[config.mk]
export PLATFORM = sky130hd
export DESIGN_NAME = fb_ctrl_flat
export DESIGN_NICKNAME = d
export VERILOG_FILES = /design/src/rtl/fb_ctrl_pkg.sv /design/src/rtl/fb_ctrl_if.sv /design/src/rtl/fb_wfifo.sv /design/src/rtl/fb_ctrl.sv /design/src/flat_wrapper.sv
export SDC_FILE = /design/constraint.sdc
export NUM_CORES = 1
export LEC_CHECK = 0
export ABC_AREA = 1
export ABC_CLOCK_PERIOD_IN_PS = 2490
export CAP_MARGIN = 30
export CORE_AREA = 3 3 89 155
export CTS_CLUSTER_DIAMETER = 200
export DETAILED_ROUTE_END_ITERATION = 10
export DIE_AREA = 0 0 92 158
export PLACE_DENSITY = 0.75
export RECOVER_POWER = 25
export SYNTH_ARGS = -nofsm -noshare
export SYNTH_HDL_FRONTEND = slang
export SYNTH_HIERARCHICAL = 1
export SYNTH_SLANG_ARGS = --single-unit
[constraint.sdc]
create_clock -name clk -period 2.49 [get_ports clk]
set_input_delay 0.498 -clock clk [delete_from_list [all_inputs] [get_ports clk]]
set_output_delay 0.498 -clock clk [all_outputs]
set_load 0.02 [all_outputs]
[src/rtl/fb_ctrl_pkg.sv]
// fb_pkg: shared types and helpers for the framebuffer controller.
// Contents: FB_AW (RAM address width), rgb8_t, fb_entry_t (queued pixel),
// fb_addr (builds {bank, v, h}) and back_bank (bank opposite the front one).
package fb_pkg;
  localparam int FB_AW = 17;
  typedef logic [7:0] rgb8_t;
  typedef struct packed {
    logic [7:0] v;
    logic [7:0] h;
    rgb8_t      rgb;
  } fb_entry_t;
  function automatic logic [FB_AW-1:0] fb_addr(input logic bank, input logic [7:0] v, input logic [7:0] h);
    return {bank, v, h};
  endfunction
  function automatic logic back_bank(input logic front);
    return ~front;
  endfunction
endpackage

[src/rtl/fb_ctrl_if.sv]
// fb_ctrl_if: renderer, scan-out, RAM and status signals of fb_ctrl.
// master: controller side (drives vid_*, ram_addr/we/wdata, front, swap_pending, fifo_full).
// slave: environment side (drives wr_*, vblank, vid_rd/h/v, ram_rdata).
interface fb_ctrl_if;
  import fb_pkg::*;
  logic [7:0]       wr_h, wr_v;
  rgb8_t            wr_rgb;
  logic             wr_done, wr_frame, vblank, vid_rd;
  logic [7:0]       vid_h, vid_v;
  rgb8_t            vid_rgb;
  logic             vid_valid;
  logic [FB_AW-1:0] ram_addr;
  logic             ram_we;
  rgb8_t            ram_wdata, ram_rdata;
  logic             front, swap_pending, fifo_full;
  modport master(
    input  wr_h, wr_v, wr_rgb, wr_done, wr_frame, vblank, vid_rd, vid_h, vid_v, ram_rdata,
    output vid_rgb, vid_valid, ram_addr, ram_we, ram_wdata, front, swap_pending, fifo_full
  );
  modport slave(
    output wr_h, wr_v, wr_rgb, wr_done, wr_frame, vblank, vid_rd, vid_h, vid_v, ram_rdata,
    input  vid_rgb, vid_valid, ram_addr, ram_we, ram_wdata, front, swap_pending, fifo_full
  );
endinterface

[src/rtl/fb_wfifo.sv]
// fb_wfifo: synchronous FIFO of fb_entry_t, DEPTH entries (power of two, >= 2).
// Ports: clk, reset (async, active-high), push/din, pop/dout (head, show-ahead),
// count, full, empty. A push while full is accepted when a pop happens in the same cycle.
module fb_wfifo import fb_pkg::*; #(parameter int DEPTH = 4) (
  input  logic                     clk,
  input  logic                     reset,
  input  logic                     push,
  input  logic                     pop,
  input  fb_entry_t                din,
  output fb_entry_t                dout,
  output logic [$clog2(DEPTH):0]   count,
  output logic                     full,
  output logic                     empty
);
  localparam int AW = $clog2(DEPTH);
  fb_entry_t mem [DEPTH];
  logic [AW-1:0] wp, rp;
  logic do_push, do_pop;
  assign do_pop  = pop & ~empty;
  assign do_push = push & (~full | do_pop);
  assign full    = count == ($clog2(DEPTH)+1)'(DEPTH);
  assign empty   = count == '0;
  assign dout    = mem[rp];
  always_ff @(posedge clk or posedge reset)
    if (reset) begin
      wp    <= '0;
      rp    <= '0;
      count <= '0;
    end else begin
      if (do_push) wp <= wp + 1'b1;
      if (do_pop) rp <= rp + 1'b1;
      count <= count + ($clog2(DEPTH)+1)'(do_push) - ($clog2(DEPTH)+1)'(do_pop);
    end
  always_ff @(posedge clk)
    if (do_push) mem[wp] <= din;
endmodule

[src/rtl/fb_ctrl.sv]
// fb_ctrl: double-buffered framebuffer controller sharing one single-port RAM.
// Ports: clk, reset (async, active-high), bus (fb_ctrl_if.master: renderer strobes,
// scan-out reads, RAM port, front/swap_pending/fifo_full status).
// Optional FB_DROP_CNT_EN: adds drop_cnt[15:0], a saturating count of dropped pushes.
// Scan-out reads always win the RAM port; queued writes go to the back bank and a
// fence holds the bank swap until every pixel queued before the frame event is written.
module fb_ctrl import fb_pkg::*; #(parameter int FIFO_DEPTH = 4) (
  input  logic        clk,
  input  logic        reset,
  fb_ctrl_if.master   bus
`ifdef FB_DROP_CNT_EN
  , output logic [15:0] drop_cnt
`endif
);
  localparam int CW = $clog2(FIFO_DEPTH) + 1;
  logic done_q, frame_q, push, frame_ev, pop, full, empty, swap, rd1, rd2;
  logic [CW-1:0] count, count_next, fence;
  fb_entry_t din, head;
  assign push       = bus.wr_done & ~done_q;
  assign frame_ev   = bus.wr_frame & ~frame_q;
  assign pop        = ~bus.vid_rd & ~empty;
  assign din        = {bus.wr_v, bus.wr_h, bus.wr_rgb};
  // fence reload uses the post-cycle count so a same-cycle push counts as pre-frame
  assign count_next = count + CW'(push & (~full | pop)) - CW'(pop);
  // a coinciding frame event merges into the pending swap instead of swapping now
  assign swap       = ~frame_ev & bus.swap_pending & bus.vblank & (fence == '0);
  assign bus.fifo_full = full;
  fb_wfifo #(.DEPTH(FIFO_DEPTH)) u_fifo (
    .clk(clk), .reset(reset), .push(push), .pop(pop), .din(din), .dout(head),
    .count(count), .full(full), .empty(empty)
  );
  always_ff @(posedge clk or posedge reset)
    if (reset) begin
      done_q           <= 1'b0;
      frame_q          <= 1'b0;
      fence            <= '0;
      bus.front        <= 1'b0;
      bus.swap_pending <= 1'b0;
    end else begin
      done_q           <= bus.wr_done;
      frame_q          <= bus.wr_frame;
      fence            <= frame_ev ? count_next : (pop && fence != '0) ? fence - 1'b1 : fence;
      bus.swap_pending <= frame_ev | (bus.swap_pending & ~swap);
      bus.front        <= bus.front ^ swap;
    end
  always_ff @(posedge clk or posedge reset)
    if (reset) begin
      bus.ram_addr  <= '0;
      bus.ram_we    <= 1'b0;
      bus.ram_wdata <= '0;
      bus.vid_rgb   <= '0;
      bus.vid_valid <= 1'b0;
      rd1           <= 1'b0;
      rd2           <= 1'b0;
    end else begin
      bus.ram_we    <= pop;
      bus.ram_addr  <= bus.vid_rd ? fb_addr(bus.front, bus.vid_v, bus.vid_h) :
                       pop ? fb_addr(back_bank(bus.front), head.v, head.h) : bus.ram_addr;
      if (pop) bus.ram_wdata <= head.rgb;
      rd1           <= bus.vid_rd;
      rd2           <= rd1;
      bus.vid_valid <= rd2;
      if (rd2) bus.vid_rgb <= bus.ram_rdata;
    end
`ifdef FB_DROP_CNT_EN
  always_ff @(posedge clk or posedge reset)
    if (reset) drop_cnt <= '0;
    else if (push & full & ~pop & ~&drop_cnt) drop_cnt <= drop_cnt + 1'b1;
`endif
endmodule

[src/flat_wrapper.sv]
// flat-port wrapper written by rule: the top's interface ports become plain ports
module fb_ctrl_flat import fb_pkg::*;
#(parameter int FIFO_DEPTH = 4)
  (clk, reset, bus_wr_h, bus_wr_v, bus_wr_rgb, bus_wr_done, bus_wr_frame, bus_vblank, bus_vid_rd, bus_vid_h, bus_vid_v, bus_ram_rdata, bus_vid_rgb, bus_vid_valid, bus_ram_addr, bus_ram_we, bus_ram_wdata, bus_front, bus_swap_pending, bus_fifo_full);
  fb_ctrl_if bus_i ();
  input  logic clk;
  input  logic reset;
  input wire logic [$bits(bus_i.wr_h)-1:0] bus_wr_h;
  input wire logic [$bits(bus_i.wr_v)-1:0] bus_wr_v;
  input wire logic [$bits(bus_i.wr_rgb)-1:0] bus_wr_rgb;
  input wire logic [$bits(bus_i.wr_done)-1:0] bus_wr_done;
  input wire logic [$bits(bus_i.wr_frame)-1:0] bus_wr_frame;
  input wire logic [$bits(bus_i.vblank)-1:0] bus_vblank;
  input wire logic [$bits(bus_i.vid_rd)-1:0] bus_vid_rd;
  input wire logic [$bits(bus_i.vid_h)-1:0] bus_vid_h;
  input wire logic [$bits(bus_i.vid_v)-1:0] bus_vid_v;
  input wire logic [$bits(bus_i.ram_rdata)-1:0] bus_ram_rdata;
  output wire logic [$bits(bus_i.vid_rgb)-1:0] bus_vid_rgb;
  output wire logic [$bits(bus_i.vid_valid)-1:0] bus_vid_valid;
  output wire logic [$bits(bus_i.ram_addr)-1:0] bus_ram_addr;
  output wire logic [$bits(bus_i.ram_we)-1:0] bus_ram_we;
  output wire logic [$bits(bus_i.ram_wdata)-1:0] bus_ram_wdata;
  output wire logic [$bits(bus_i.front)-1:0] bus_front;
  output wire logic [$bits(bus_i.swap_pending)-1:0] bus_swap_pending;
  output wire logic [$bits(bus_i.fifo_full)-1:0] bus_fifo_full;
  assign bus_i.wr_h = bus_wr_h;
  assign bus_i.wr_v = bus_wr_v;
  assign bus_i.wr_rgb = bus_wr_rgb;
  assign bus_i.wr_done = bus_wr_done;
  assign bus_i.wr_frame = bus_wr_frame;
  assign bus_i.vblank = bus_vblank;
  assign bus_i.vid_rd = bus_vid_rd;
  assign bus_i.vid_h = bus_vid_h;
  assign bus_i.vid_v = bus_vid_v;
  assign bus_i.ram_rdata = bus_ram_rdata;
  assign bus_vid_rgb = bus_i.vid_rgb;
  assign bus_vid_valid = bus_i.vid_valid;
  assign bus_ram_addr = bus_i.ram_addr;
  assign bus_ram_we = bus_i.ram_we;
  assign bus_ram_wdata = bus_i.ram_wdata;
  assign bus_front = bus_i.front;
  assign bus_swap_pending = bus_i.swap_pending;
  assign bus_fifo_full = bus_i.fifo_full;
  fb_ctrl #(.FIFO_DEPTH(FIFO_DEPTH)) u_core (.clk(clk), .reset(reset), .bus(bus_i));
endmodule
======== After elaboration in Yosys (flattened, before gate mapping) ========
Memory sizes are Yosys's and may differ from the RTL's.
Index checks and enable logic that the tools add are counted.
Widths: inputs -> output; s select.
word-level totals
  register bits ........................... 51
  memories kept ........................... 1
  memory bits (writable) .................. 96
  input port bits ......................... 54
memory list
  name               depth  width  read ports  clocked after memory_dff  write ports  line            RTL
  u_core.u_fifo.mem  4      24     1           0                         1            fb_wfifo.sv:16  fb_entry_t mem [DEPTH];
cells by class
  reduce and logical (&&, ||, !) cells .... 6
  bitwise gates (word level) .............. 23
  equality and inequality tests ........... 1
  mux-type cells .......................... 6
  $add $sub $neg .......................... 7
operators with widths
  cell                 number
  $mux 17              2
  $and 1x1->1          9
  $not 1->1            8
  $logic_not 3->1      2
  $mux 3               2
  $sub 3x1->3          2
  $add 2x1->2 const B  2
  $reduce_bool 2->1    2
  $add 3x1->3          1
  $add 3x3->3          1
  $and 1x3->3          1
  $eq 3x3->1 const B   1
  $not 1->3            1
  $or 3x1->3           1
  $reduce_bool 3->1    1
  $sub 3x1->3 const B  1
  $mux 1               2
  $or 1x1->1           2
  $logic_and 1x1->1    1
  $xor 1x1->1          1

======== Longest topological paths before layout ========
  depth in word-level cells ............... 9
  depth in mapped cells ................... 16

======== Modules after synthesis ========
Netlist, hierarchy kept.
modules (own cells, without submodules)
  module    area an instance (um^2)  instances  cells an instance  sequential area each (um^2)
  fb_wfifo  4255.3                   1          335                3057.9
  fb_ctrl   1936.9                   1          201                1101.1

======== Least setup slack after synthesis ========
No wires, ideal clock.
  kind .................................... register to register
  from .................................... register u_core.u_fifo.count[2]
  to ...................................... memory u_core/u_fifo/mem[2][0] (netlist bit) (enable)
  setup time .............................. 0.405 ns
  path buffers ............................ 1
  data required time ...................... 2.085 ns
  setup slack ............................. -0.200 ns
  arrival ................................. 2.286 ns
  stages on the path, launching flop included .. 10
  cells stage by stage .................... dfrtp_1 -> inv_1 -> nand2_1 -> inv_1 -> nor2_8 -> buf_6 -> inv_1 -> nand3_1 -> nand2_2 -> nor2_1
on the way
  cells in the longest elaborated chain, start to end .. 8
  elaborated cells between the ends (all ways) .. 10
RTL lines
  element                       line            RTL
  from (decl)                   fb_wfifo.sv:11  output logic [$clog2(DEPTH):0] count,
  from (signal assigned)        fb_wfifo.sv:32  count <= count + ($clog2(DEPTH)+1)'(do_push) - ($clog2(DEPTH)+1)'(do_pop);
  $logic_not 3->1               fb_wfifo.sv:22  assign empty = count == '0;
  named net u_core.empty        fb_ctrl.sv:16   logic done_q, frame_q, push, frame_ev, pop, full, empty, swap, rd1, rd2;
  $not 1->1                     fb_ctrl.sv:21   assign pop = ~bus.vid_rd & ~empty;
  $and 1x1->1                   fb_ctrl.sv:21
  named net u_core.pop          fb_ctrl.sv:16
  $and 1x1->1                   fb_wfifo.sv:19  assign do_pop = pop & ~empty;
  $or 1x1->1                    fb_wfifo.sv:20  assign do_push = push & (~full | do_pop);
  $and 1x1->1                   fb_wfifo.sv:20
  $mux 1                        fb_wfifo.sv:35  if (do_push) mem[wp] <= din;
  $mux 1 (not written as such)  fb_wfifo.sv:35
  to (decl)                     fb_wfifo.sv:16
The timed path passes the listed nets, and every way through them passes these cells.

======== Final worst setup path ========
  from .................................... register u_core.u_fifo.count[0]
  to ...................................... register u_core.u_fifo.count[2]
on the way
  cells in the longest elaborated chain, start to end .. 8
  elaborated cells between the ends (all ways) .. 10
RTL lines
  element                 line
  $logic_not 3->1 *       fb_wfifo.sv:22
  named net u_core.empty  fb_ctrl.sv:16
  $not 1->1 *             fb_wfifo.sv:19, fb_ctrl.sv:21
  $and 1x1->1             fb_ctrl.sv:21
  $and 1x1->1 *           fb_wfifo.sv:19
  $or 1x1->1              fb_wfifo.sv:20
  $and 1x1->1             fb_wfifo.sv:20
  $add 3x1->3             fb_wfifo.sv:32
  $sub 3x1->3 *           fb_wfifo.sv:32
Mark *: on every way through the listed nets, which the timed path passes. The rest lies on a longest branch.
A chain may end at the register's enable or synchronous reset.

==> impl_metrics.csv <==
group,metric,value,unit
min_path,min_to,"u_core/rd2",
pwr,fin_total_pwr,8630,µW
place,gp_congestion,0.832,
clock_network,clk_path_buf_depth,2,
synthesis,ys_seq_elements,147,
status,outcome,"completed",
clock_network,cts_sinks,147,
layout,antenna_cells,0,
routing,vias_per_cell,4.97,
worst_setup_path,crit_path_start_kind,"flop",
timing,finalClockSkew,0.00872,ns
timing,period_share,95.7,%
run,max-cap-violations,0,
die,die_x,92,µm
clock_network,clock_latency,0.42,ns
clock_network,cts_root_buf,"clkbuf_16",
worst_setup_path,r2r_cells,11,
worst_setup_path,cp_cell_sequence,"nor2_2 > nand2_1 > inv_2 > nor2_8 > buf_4 > buf_4 > nand3b_1 > nand2_1 > ha_1 > fa_1 > xor2_1",
die,die_y,158,µm
timing,rsz0062_at_grt,"no",
global_routing,grt_pass1_wl,20500,µm
synthesis,synth.top_cell.area_share,46.6,%
layout,final_nets,708,
routing,drc,0,
clock_network,cts_tree,"done",
global_routing,antenna_found_initial,0,
synthesis,seq_area_frac_synth,67.2,%
clock_network,htreeDepth,4,
timing,worst_slew_pin_slew,0.449,ns
worst_setup_path,arrival,2.68,ns
pwr,leakage,0.00335,µW
synthesis,avgSynthCellArea,11.6,µm²
layout,drive_gt1_share,13.7,%
timing,period_needed,2.38,ns
worst_setup_path,rr_startpoint,"u_core/u_fifo/count[0]",
timing,setup-tns-final,0,ns
worst_setup_path,endpoint_kind,"flop",
die,start_util,49.3,%
place,port_buffers,91,
place,post-place-cells,792,
worst_setup_path,required,2.79,ns
timing,setup_viol,0,
timing,layout_setup_ws,0.108,ns
place,dpl.hpwl,8890,µm
pwr,ir_worst_vdd,0.630,mV
layout,area_delta_synth_final,28.1,%
routing,wl_per_cell,15.4,µm
synthesis,yosysTopAreaCell,"edfxtp_1",
min_path,hold_depth,0,
timing,holdWs,0.352,ns
synthesis,syn_inst,536,
worst_setup_path,cp-startpoint,"u_core/u_fifo/count[0]",
synthesis,synthTopCellsByArea,"edfxtp_1 47%, dfrtp_1 21%, nand2_1 9.0%",
synthesis,ys_types,28,
routing,wl,12700,µm
min_path,hold_path.class,"flop to flop",
global_routing,grt_remaining_overflow,0,
synthesis,yosys_warnings,6,
synthesis,syn_area,6190,µm²
routing,ant_nets,0,
worst_setup_path,critPathMaxFanout,13,
worst_setup_path,path_delay_family,"simple AND/OR/NAND/NOR gates",
routing,firstDrtPassIters,6,
worst_setup_path,slowest_delay,0.42,ns
clock_network,ctsHoldBuffers,0,
die,die_area,14500,µm²
place,pre_cts_slack,-0.173,ns
clock_network,cts.clk_slew.worst_paths,0.06,ns
timing,hold_violations,0,
global_routing,grt_pass1_vias,4196,
timing,max_clock_freq,420,MHz
worst_setup_path,crit_buf_inv,3,
worst_setup_path,r2r_slack,0.11,ns
routing,drt-initial-drc-count,272,
global_routing,track_usage,18.3,%
layout,layout_commonest_cell,"nand2_1",
timing,maxSlewHeadroom,70.1,%
synthesis,synth_nets,601,
global_routing,grt_max_degree,100,
worst_setup_path,r2r_end,"u_core/u_fifo/count[2]",
min_path,hp-start,"u_core/rd1",
die,core,12600,µm²
layout,layout_common_cells,"149 x nand2_1, 96 x edfxtp_1, 71 x clkdlybuf4s50_1, 71 x inv_1, 48 x dfrtp_1",
die,io_pins,92,
worst_setup_path,slowest_stage,"dfrtp_1",
pwr,powerDensity,1090,nW/µm²
routing,vias,4094,
timing,drv_slew,0,
die,row_count,54,
clock_network,cts_setup_buffers,0,
layout,fin_cells,824,
clock_network,numCtsBuffers,17,
worst_setup_path,worstSetupPathType,"flop to flop",
[where the power goes]
group	switching [µW]	internal, µW	total, µW
logic	1690	1170	2860
registers	268	3070	3340
clock network	960	1480	2440
[registers in the layout (all words and copies together), names as in the netlist, 2 cells and up]
signal and count:
u_core/bus.ram_addr 17, u_core/u_fifo/rp 2, u_core/u_fifo/wp 2, u_core/bus.vid_rgb 8, u_core/u_fifo/mem 96, u_core/fence 3, u_core/u_fifo/count 3, u_core/bus.ram_wdata 8
[kinds of logic after synthesis]
kind of cell,after synthesis,share of synthesized area (%)
buffers and inverters,99,7.17
DFF,147,67.2
AOI/OAI and AO/OA,79,8.47
xor gates and xnor gates,4,0.566
muxes,8,1.45
and+or+nand+nor,188,12.7
adders and majority gates,11,2.47
[final cells by class]
type                            instances  area [µm²]
Clock buffer                           22         479
Clock inverter                         10        93.8
Fill cell                             985        4640
Inverter                               76         285
Multi-Input combinational cell        290        1600
Sequential cell                       147        4160
Tap cell                              168         210
Timing Repair Buffer                  111        1100
[worst max path at each step]
stage | depth (start not counted) | to
final | 11 | u_core/u_fifo/count[2]
after global routing | 11 | u_core/u_fifo/count[2]
after CTS | 11 | u_core/u_fifo/count[2]
after detailed placement | 10 | u_core/u_fifo/count[2]
after global placement | 11 | u_core/fence[1]
after floorplan | 9 | u_core/u_fifo/mem[2][0]
[layer usage]
metal,share of wire [%],vias up,track usage (%),routed length (µm)
met3,4.5,20,4.76,570
met5,0,-,0,0
li1,-,1986,-,-
met2,54,114,32.4,6910
met4,2.2,0,8.22,276
met1,39,1974,20.8,4970
[through the flow]
stage	utilization, %	cell area, µm²
3_5_place_dp	58.5	7350
6_report	63.1	7930
4_1_cts	63.1	7930
2_1_floorplan	-	6190
3_3_place_gp	58.5	7350
5_1_grt	63.1	7930
[repair_timing]
| item | CTS | global route |
|---|---|---|
| gates resized for setup | 0 | 3 |
| endpoints found under the hold margin | 0 | 0 |
| setup endpoints to repair | 0 | 4 |
[Yosys cell counts]
cell,instances
o21ai_0,26
nor2_1,6
inv_1,72
clkbuf_1,2
buf_2,13
ha_1,9
nor2_8,1
nand2_4,2
xnor2_1,2
o21ai_2,1
dfrtp_1,51
edfxtp_1,96
o211ai_2,12
xor2_1,2
nand3b_1,2
buf_4,1
nand3_1,25
nor2_2,1
mux2_2,8
o211ai_1,14
inv_2,4
buf_6,7
fa_1,2
nand2_2,1
o21ai_1,2
a21oi_1,24
nand2_1,149
nor3_2,1
Power figures use the tool's default switching activity.
